==> src/rtl/button_cmd_scheduler_pkg.sv <==
// Shared constants for the button command scheduler: 10 kHz timing, button indices,
// the command id width derivation and the per-button event record.
package button_cmd_scheduler_pkg;

  localparam int N_BTN_DEF         = 4;
  localparam int HOLD_CYCLES_DEF   = 5000;  // 0.5 s at 10 kHz
  localparam int REPEAT_CYCLES_DEF = 2000;  // 0.2 s at 10 kHz
  localparam int CNT_W_DEF         = 13;

  localparam int BTN_UP   = 0;
  localparam int BTN_DOWN = 1;
  localparam int BTN_SEL  = 2;
  localparam int BTN_MODE = 3;

  function automatic int id_width(input int n_btn);
    return (n_btn <= 2) ? 1 : $clog2(n_btn);
  endfunction

  localparam int ID_W_DEF = id_width(N_BTN_DEF);

  typedef struct packed {
    logic press;
    logic rpt;
  } btn_evt_t;

endpackage

==> src/rtl/button_cmd_scheduler_hold_timer.sv <==
// One button: edge detect, hold counter with first/subsequent repeat phase, and
// registered press/repeat pulses.
module btn_hold_timer
  import button_cmd_scheduler_pkg::*;
#(
  parameter int HOLD_CYCLES   = HOLD_CYCLES_DEF,
  parameter int REPEAT_CYCLES = REPEAT_CYCLES_DEF,
  parameter int CNT_W         = CNT_W_DEF
) (
  input  logic     Clock,
  input  logic     Reset,
  input  logic     level_i,
  output btn_evt_t evt_o
);

  localparam logic [CNT_W-1:0] HOLD_TERM = CNT_W'(HOLD_CYCLES - 1);
  localparam logic [CNT_W-1:0] REP_TERM  = CNT_W'(REPEAT_CYCLES - 1);

  logic             prev_q;
  logic [CNT_W-1:0] cnt_q, cnt_d;
  logic             phase_q, phase_d;
  btn_evt_t         evt_q;
  logic             press_s;
  logic             rpt_s;
  logic [CNT_W-1:0] term_s;

  // Edge detect and hold counter next state
  always_comb begin
    press_s = level_i & ~prev_q;
    term_s  = phase_q ? REP_TERM : HOLD_TERM;
    cnt_d   = cnt_q;
    phase_d = phase_q;
    rpt_s   = 1'b0;
    if (!level_i || press_s) begin
      cnt_d   = '0;
      phase_d = 1'b0;
    end else if (cnt_q == term_s) begin
      cnt_d   = '0;
      phase_d = 1'b1;
      rpt_s   = 1'b1;
    end else begin
      cnt_d   = cnt_q + CNT_W'(1);
    end
  end

  // prev resets high so a button held through reset needs a fresh press
  always_ff @(posedge Clock) begin
    if (Reset) begin
      prev_q  <= 1'b1;
      cnt_q   <= '0;
      phase_q <= 1'b0;
      evt_q   <= '0;
    end else begin
      prev_q    <= level_i;
      cnt_q     <= cnt_d;
      phase_q   <= phase_d;
      evt_q.press <= press_s;
      evt_q.rpt   <= rpt_s;
    end
  end

  assign evt_o = evt_q;

endmodule

==> src/rtl/button_cmd_scheduler.sv <==
// Turns debounced button levels into one-at-a-time commands (press and auto-repeat)
// with round-robin arbitration and a valid/ready output register.
module button_cmd_scheduler
  import button_cmd_scheduler_pkg::*;
#(
  parameter int N_BTN         = N_BTN_DEF,
  parameter int ID_W          = ID_W_DEF,
  parameter int HOLD_CYCLES   = HOLD_CYCLES_DEF,
  parameter int REPEAT_CYCLES = REPEAT_CYCLES_DEF,
  parameter int CNT_W         = CNT_W_DEF
) (
  input  logic             Clock,
  input  logic             Reset,
  input  logic [N_BTN-1:0] Btn_Level_i,
  input  logic             Cmd_Ready_i,
  output logic             Cmd_Valid_o,
  output logic [ID_W-1:0]  Cmd_Id_o,
  output logic             Cmd_Repeat_o,
  output logic             Overrun_o
);

  btn_evt_t evt_s [N_BTN];

  for (genvar g = 0; g < N_BTN; g++) begin : g_timer
    btn_hold_timer #(
      .HOLD_CYCLES  (HOLD_CYCLES),
      .REPEAT_CYCLES(REPEAT_CYCLES),
      .CNT_W        (CNT_W)
    ) u_timer (
      .Clock  (Clock),
      .Reset  (Reset),
      .level_i(Btn_Level_i[g]),
      .evt_o  (evt_s[g])
    );
  end

  logic [N_BTN-1:0] pending_q, pending_d;
  logic [N_BTN-1:0] rep_q, rep_d;
  logic [ID_W-1:0]  ptr_q, ptr_d;
  logic             valid_q, valid_d;
  logic [ID_W-1:0]  id_q, id_d;
  logic             crep_q, crep_d;
  logic             ovr_q, ovr_d;

  logic             free_s;
  logic             found_s;
  logic             grant_s;
  logic [ID_W-1:0]  gidx_s;
  logic [ID_W-1:0]  scan_s;
  logic [ID_W-1:0]  nxt_ptr_s;
  logic [N_BTN-1:0] gnt_vec_s;
  logic [N_BTN-1:0] ev_vec_s;
  logic [N_BTN-1:0] evrep_vec_s;

  // Round-robin scan: walking downward leaves the nearest pending index at/after ptr
  always_comb begin
    free_s  = ~valid_q | Cmd_Ready_i;
    found_s = 1'b0;
    gidx_s  = '0;
    scan_s  = '0;
    for (int k = N_BTN - 1; k >= 0; k--) begin
      scan_s  = ID_W'((int'(ptr_q) + k) % N_BTN);
      found_s = found_s | pending_q[scan_s];
      gidx_s  = pending_q[scan_s] ? scan_s : gidx_s;
    end
    grant_s   = free_s & found_s;
    nxt_ptr_s = (gidx_s == ID_W'(N_BTN - 1)) ? '0 : gidx_s + ID_W'(1);
  end

  // Pending latches: a same-cycle event wins over the grant's clear
  always_comb begin
    pending_d   = pending_q;
    rep_d       = rep_q;
    ovr_d       = ovr_q;
    gnt_vec_s   = '0;
    ev_vec_s    = '0;
    evrep_vec_s = '0;
    for (int i = 0; i < N_BTN; i++) begin
      gnt_vec_s[i]   = grant_s & (gidx_s == ID_W'(i));
      ev_vec_s[i]    = evt_s[i].press | evt_s[i].rpt;
      evrep_vec_s[i] = evt_s[i].rpt;
      if (ev_vec_s[i]) begin
        pending_d[i] = 1'b1;
        if (pending_q[i] && !gnt_vec_s[i]) begin
          rep_d[i] = rep_q[i] | evrep_vec_s[i];
          ovr_d    = 1'b1;
        end else begin
          rep_d[i] = evrep_vec_s[i];
        end
      end else if (gnt_vec_s[i]) begin
        pending_d[i] = 1'b0;
        rep_d[i]     = 1'b0;
      end else begin
        pending_d[i] = pending_q[i];
        rep_d[i]     = rep_q[i];
      end
    end
  end

  // Output presenter: load on free, otherwise hold the presented command
  always_comb begin
    valid_d = valid_q;
    id_d    = id_q;
    crep_d  = crep_q;
    ptr_d   = ptr_q;
    if (free_s) begin
      if (found_s) begin
        valid_d = 1'b1;
        id_d    = gidx_s;
        crep_d  = rep_q[gidx_s];
        ptr_d   = nxt_ptr_s;
      end else begin
        valid_d = 1'b0;
      end
    end else begin
      valid_d = valid_q;
    end
  end

  // State registers
  always_ff @(posedge Clock) begin
    if (Reset) begin
      pending_q <= '0;
      rep_q     <= '0;
      ptr_q     <= '0;
      valid_q   <= 1'b0;
      id_q      <= '0;
      crep_q    <= 1'b0;
      ovr_q     <= 1'b0;
    end else begin
      pending_q <= pending_d;
      rep_q     <= rep_d;
      ptr_q     <= ptr_d;
      valid_q   <= valid_d;
      id_q      <= id_d;
      crep_q    <= crep_d;
      ovr_q     <= ovr_d;
    end
  end

  assign Cmd_Valid_o  = valid_q;
  assign Cmd_Id_o     = id_q;
  assign Cmd_Repeat_o = crep_q;
  assign Overrun_o    = ovr_q;

endmodule

==> config.mk <==
export PLATFORM = sky130hd
export DESIGN_NAME = button_cmd_scheduler
export DESIGN_NICKNAME = d
export VERILOG_FILES = /design/src/rtl/button_cmd_scheduler_pkg.sv /design/src/rtl/button_cmd_scheduler_hold_timer.sv /design/src/rtl/button_cmd_scheduler.sv
export SDC_FILE = /design/constraint.sdc
export NUM_CORES = 1
export LEC_CHECK = 0
export ABC_AREA = 0
export CORE_MARGIN = 2
export CORE_UTILIZATION = 45
export CTS_CLUSTER_SIZE = 16
export DETAILED_ROUTE_END_ITERATION = 6
export PLACE_DENSITY = 0.67
export SETUP_SLACK_MARGIN = 0.1
export SYNTH_ARGS = -nofsm -noshare
export SYNTH_HDL_FRONTEND = slang
export SYNTH_HIERARCHICAL = 1
export SYNTH_SLANG_ARGS = --single-unit
==> constraint.sdc <==
create_clock -name Clock -period 3.6 [get_ports Clock]
set_clock_uncertainty 0.15 [all_clocks]
set_input_delay 0.72 -clock Clock [delete_from_list [all_inputs] [get_ports Clock]]
set_output_delay 0.72 -clock Clock [all_outputs]
set_load 0.02 [all_outputs]
==> results.yml <==
status:
  status: "finished, final reports clean"
die:
  die_w_um: 95.55
  die_area_mm2: 0.009129
  fp-row-count: 33
  fp.dieH_um: 95.55
  start_util: 0.4613
  core_area_mm2: 0.008175
  pin_count: 12
grt:
  grtUsageTotal: 0.1486
  antenna_found_initial: 0
  grt_pass1_wl_um: 10820
  grt_pass1_vias: 2476
  overflow: 0
  grt_max_degree: 20
setup_path:
  crit_end: "Overrun_o"
  end_kind: "register"
  slowest_delay_ps: 380
  critical_path.max_fanout: 6
  worst_r2r_endpoint: "Overrun_o"
  crit_start: "ptr_q[0]"
  arrival_ps: 2300
  ff2ff_setup_slack_ps: 1380
  slowest_stage: "dfxtp_1"
  crit_path_start_kind: "register"
  path_cells: "and2b_1, a2111oi_2, nor2_2, inv_1, ha_1, a21o_1, nor2_1, nor3_1, a21oi_1"
  worstRegToRegCells: 9
  cp.required_ps: 3670
  worstSetupPathType: "register to register"
  r2r_start: "ptr_q[0]"
finish:
  n_antenna_cell: 0
  nets: 424
  syn2layout_area_growth_pct: 9.821
  fillers: 770
  design_area_mm2: 0.004141
  drive_gt1_frac: 0.2005
sta:
  fin_crit_sh: 0.6180
  drv_slew: 0
  setup_viol: 0
  max-slew-margin-rel: 0.4935
  hold_viol: 0
  worst_pin_slew_ps: 759.8
  fin_crit_ps: 2225
  max_freq_mhz: 449.5
  tns_ps: 0
  rsz0062_at_grt: "false"
min_path:
  hold_path_class: "register to register"
  hp-start: "g_timer[1].u_timer/prev_q"
placement:
  gp_congestion: 0.7927
  portBuffers: 11
  dpl_cell_area_mm2: 0.003970
  dp_hpwl_um: 4415
synth:
  syn_avg_cell_area_um2: 9.620
  yosysSeqAreaShare: 0.4406
  yosysWarnings: 6
  synth_flop_cell: "dfxtp_1"
  syn_nets: 407
  async_reset_ff_frac: 0
  syn_area_mm2: 0.003771
  syn_inst: 392
  synth-edff-count: 0
  ys_seq_elements: 83
  synthDistinctLibCells: 43
routing:
  route.detailed.wl_per_inst_um: 12.10
  dr.first_iter.drc_count: 58
  drt_first_pass_iters: 4
  drc: 0
  vias: 2684
  antenna_left: 0
  wl_um: 6281
  viasPerCell: 5.171
cts:
  cts_tree: "done"
  clockBufferDepth: 2
  cts-hold-fix-buffers: 0
  cts_resized: 0
  cts_max_level: 3
  cts.clk_slew.worst_paths_ps: 80
  cts_sinks: 83
  cts_setup_buffers: 0
  worstSkewPairLatency_ps: 340
  cts_made_buffers: 9
  cts-root-buf: "clkbuf_8"
flow_run:
  maxCapViolCount: 0
power:
  p_per_area_mw_per_mm2: 390.4
  peakVddDrop_mv: 0.2308
  power.leakage_nw: 1.301
layout by cell type, fill, tap and decap left out, types with 4 or more instances in the layout:
| master | count |
|---|---|
| dfxtp_1 | 83 |
| nor2_2 | 42 |
| nor2_1 | 33 |
| nand2_1 | 29 |
| xnor2_1 | 28 |
| xor2_1 | 16 |
| inv_1 | 14 |
| nand3_1 | 14 |
| nor3_1 | 13 |
| nand4_1 | 12 |
| nor4_1 | 12 |
| clkdlybuf4s50_1 | 11 |
| a21oi_1 | 10 |
| clkbuf_8 | 10 |
| ha_1 | 8 |
| o21a_1 | 5 |
| or2_2 | 5 |
| a31oi_1 | 5 |
| nor4b_2 | 4 |
| and4b_1 | 4 |
| mux2i_2 | 4 |
| nand3_2 | 4 |
| and3b_1 | 4 |
| o31ai_4 | 4 |
| and4_1 | 4 |
| nor3b_1 | 4 |
| and2_1 | 4 |
per-layer routing:
layer	GRT usage	wire length [um]	up-vias
met4	0.06667	92	0
li1	-	-	1390
met2	0.2325	2767	32
met5	0	0	-
met3	0.02925	184	8
met1	0.1978	3236	1254
state kept, by name, indices dropped and copies added (netlist names):
signal / count
Cmd_Id_o: 2
g_timer.u_timer/prev_q: 4
g_timer.u_timer/evt_o: 8
g_timer.u_timer/phase_q: 4
Overrun_o: 1
ptr_q: 2
pending_q: 4
Cmd_Repeat_o: 1
rep_q: 4
Cmd_Valid_o: 1
g_timer.u_timer/cnt_q: 52
through the flow:
step | setup WS [ps] | utilization | instances | total power, mW | hold slack, ps
6_report | 1375 | 0.5066 | 519 | 1.617 | 266.3
2_1_floorplan | 1660 | - | 392 | 1.027 | 238.2
4_1_cts | 1380 | 0.5066 | 519 | 1.640 | 269.9
3_5_place_dp | 1037 | 0.4856 | 503 | 1.050 | 249.7
3_3_place_gp | 1066 | 0.4856 | 503 | 1.048 | 253.4
5_1_grt | 1212 | 0.5066 | 519 | 1.693 | 280.5
final cells by class:
cell class	instances	area, um2	share of cell area
sequential	83	1662	0.4012
clock inverter	4	26.28	0.006344
multi-input combinational	288	1999	0.4828
tap	105	131.4	0.03172
timing repair buffer	13	125.1	0.03021
inverter	14	52.55	0.01269
clock buffer	12	145.1	0.03505
Yosys cell counts, types with 4 or more instances:
master / number / area (um2)
nand2_1: 29 / 108.9
nor3b_1: 4 / 30.03
and4b_1: 4 / 40.04
nand4_1: 12 / 75.07
nor2_1: 33 / 123.9
o21a_1: 5 / 37.54
xnor2_1: 28 / 245.2
mux2i_2: 4 / 55.05
xor2_1: 16 / 140.1
inv_1: 14 / 52.55
and2_1: 4 / 25.02
and3b_1: 4 / 35.03
nor2_2: 42 / 262.8
dfxtp_1: 83 / 1662
o31ai_4: 4 / 85.08
nor4_1: 12 / 75.07
and4_1: 4 / 35.03
nor4b_2: 4 / 60.06
nor3_1: 13 / 65.06
a31oi_1: 5 / 31.28
a21oi_1: 10 / 50.05
or2_2: 5 / 31.28
nand3_2: 4 / 40.04
buf_6: 4 / 45.04
nand3_1: 14 / 70.07
ha_1: 8 / 100.1
power by group:
| part | internal [mW] | switching [mW] |
|---|---|---|
| logic | 0.0352 | 0.0516 |
| clock network | 0.269 | 0.320 |
| registers | 0.930 | 0.0111 |
cell families after synthesis:
group | count (synthesis) | synth area share
AND/OR/NAND/NOR | 195 | 0.2993
AO/OA/AOI/OAI | 35 | 0.08228
multiplexers | 6 | 0.01991
buffers and inverters | 21 | 0.02920
adder cells (fa/ha/maj) | 8 | 0.02654
flip-flops | 83 | 0.4406
XOR/XNOR | 44 | 0.1022
worst min path at each step:
stage | end | slack, ps | depth (start not counted)
after floorplan | g_timer[0].u_timer/evt_o[1] | 240 | 1
after global placement | g_timer[1].u_timer/evt_o[1] | 250 | 1
after detailed placement | g_timer[1].u_timer/evt_o[1] | 250 | 1
after CTS | g_timer[1].u_timer/evt_o[1] | 270 | 1
after global routing | g_timer[1].u_timer/evt_o[1] | 280 | 1
final | g_timer[1].u_timer/evt_o[1] | 270 | 1
critical path, delay by kind of cell, from the launching register on:
kind                       cells  cell delay (ps)
adders and majority gates      1              170
and+or+nand+nor                4              690
DFF                            1              380
AOI/OAI and AO/OA              3              590
buffers and inverters          1              130
Note: power is estimated with default switching activity, not from simulation.
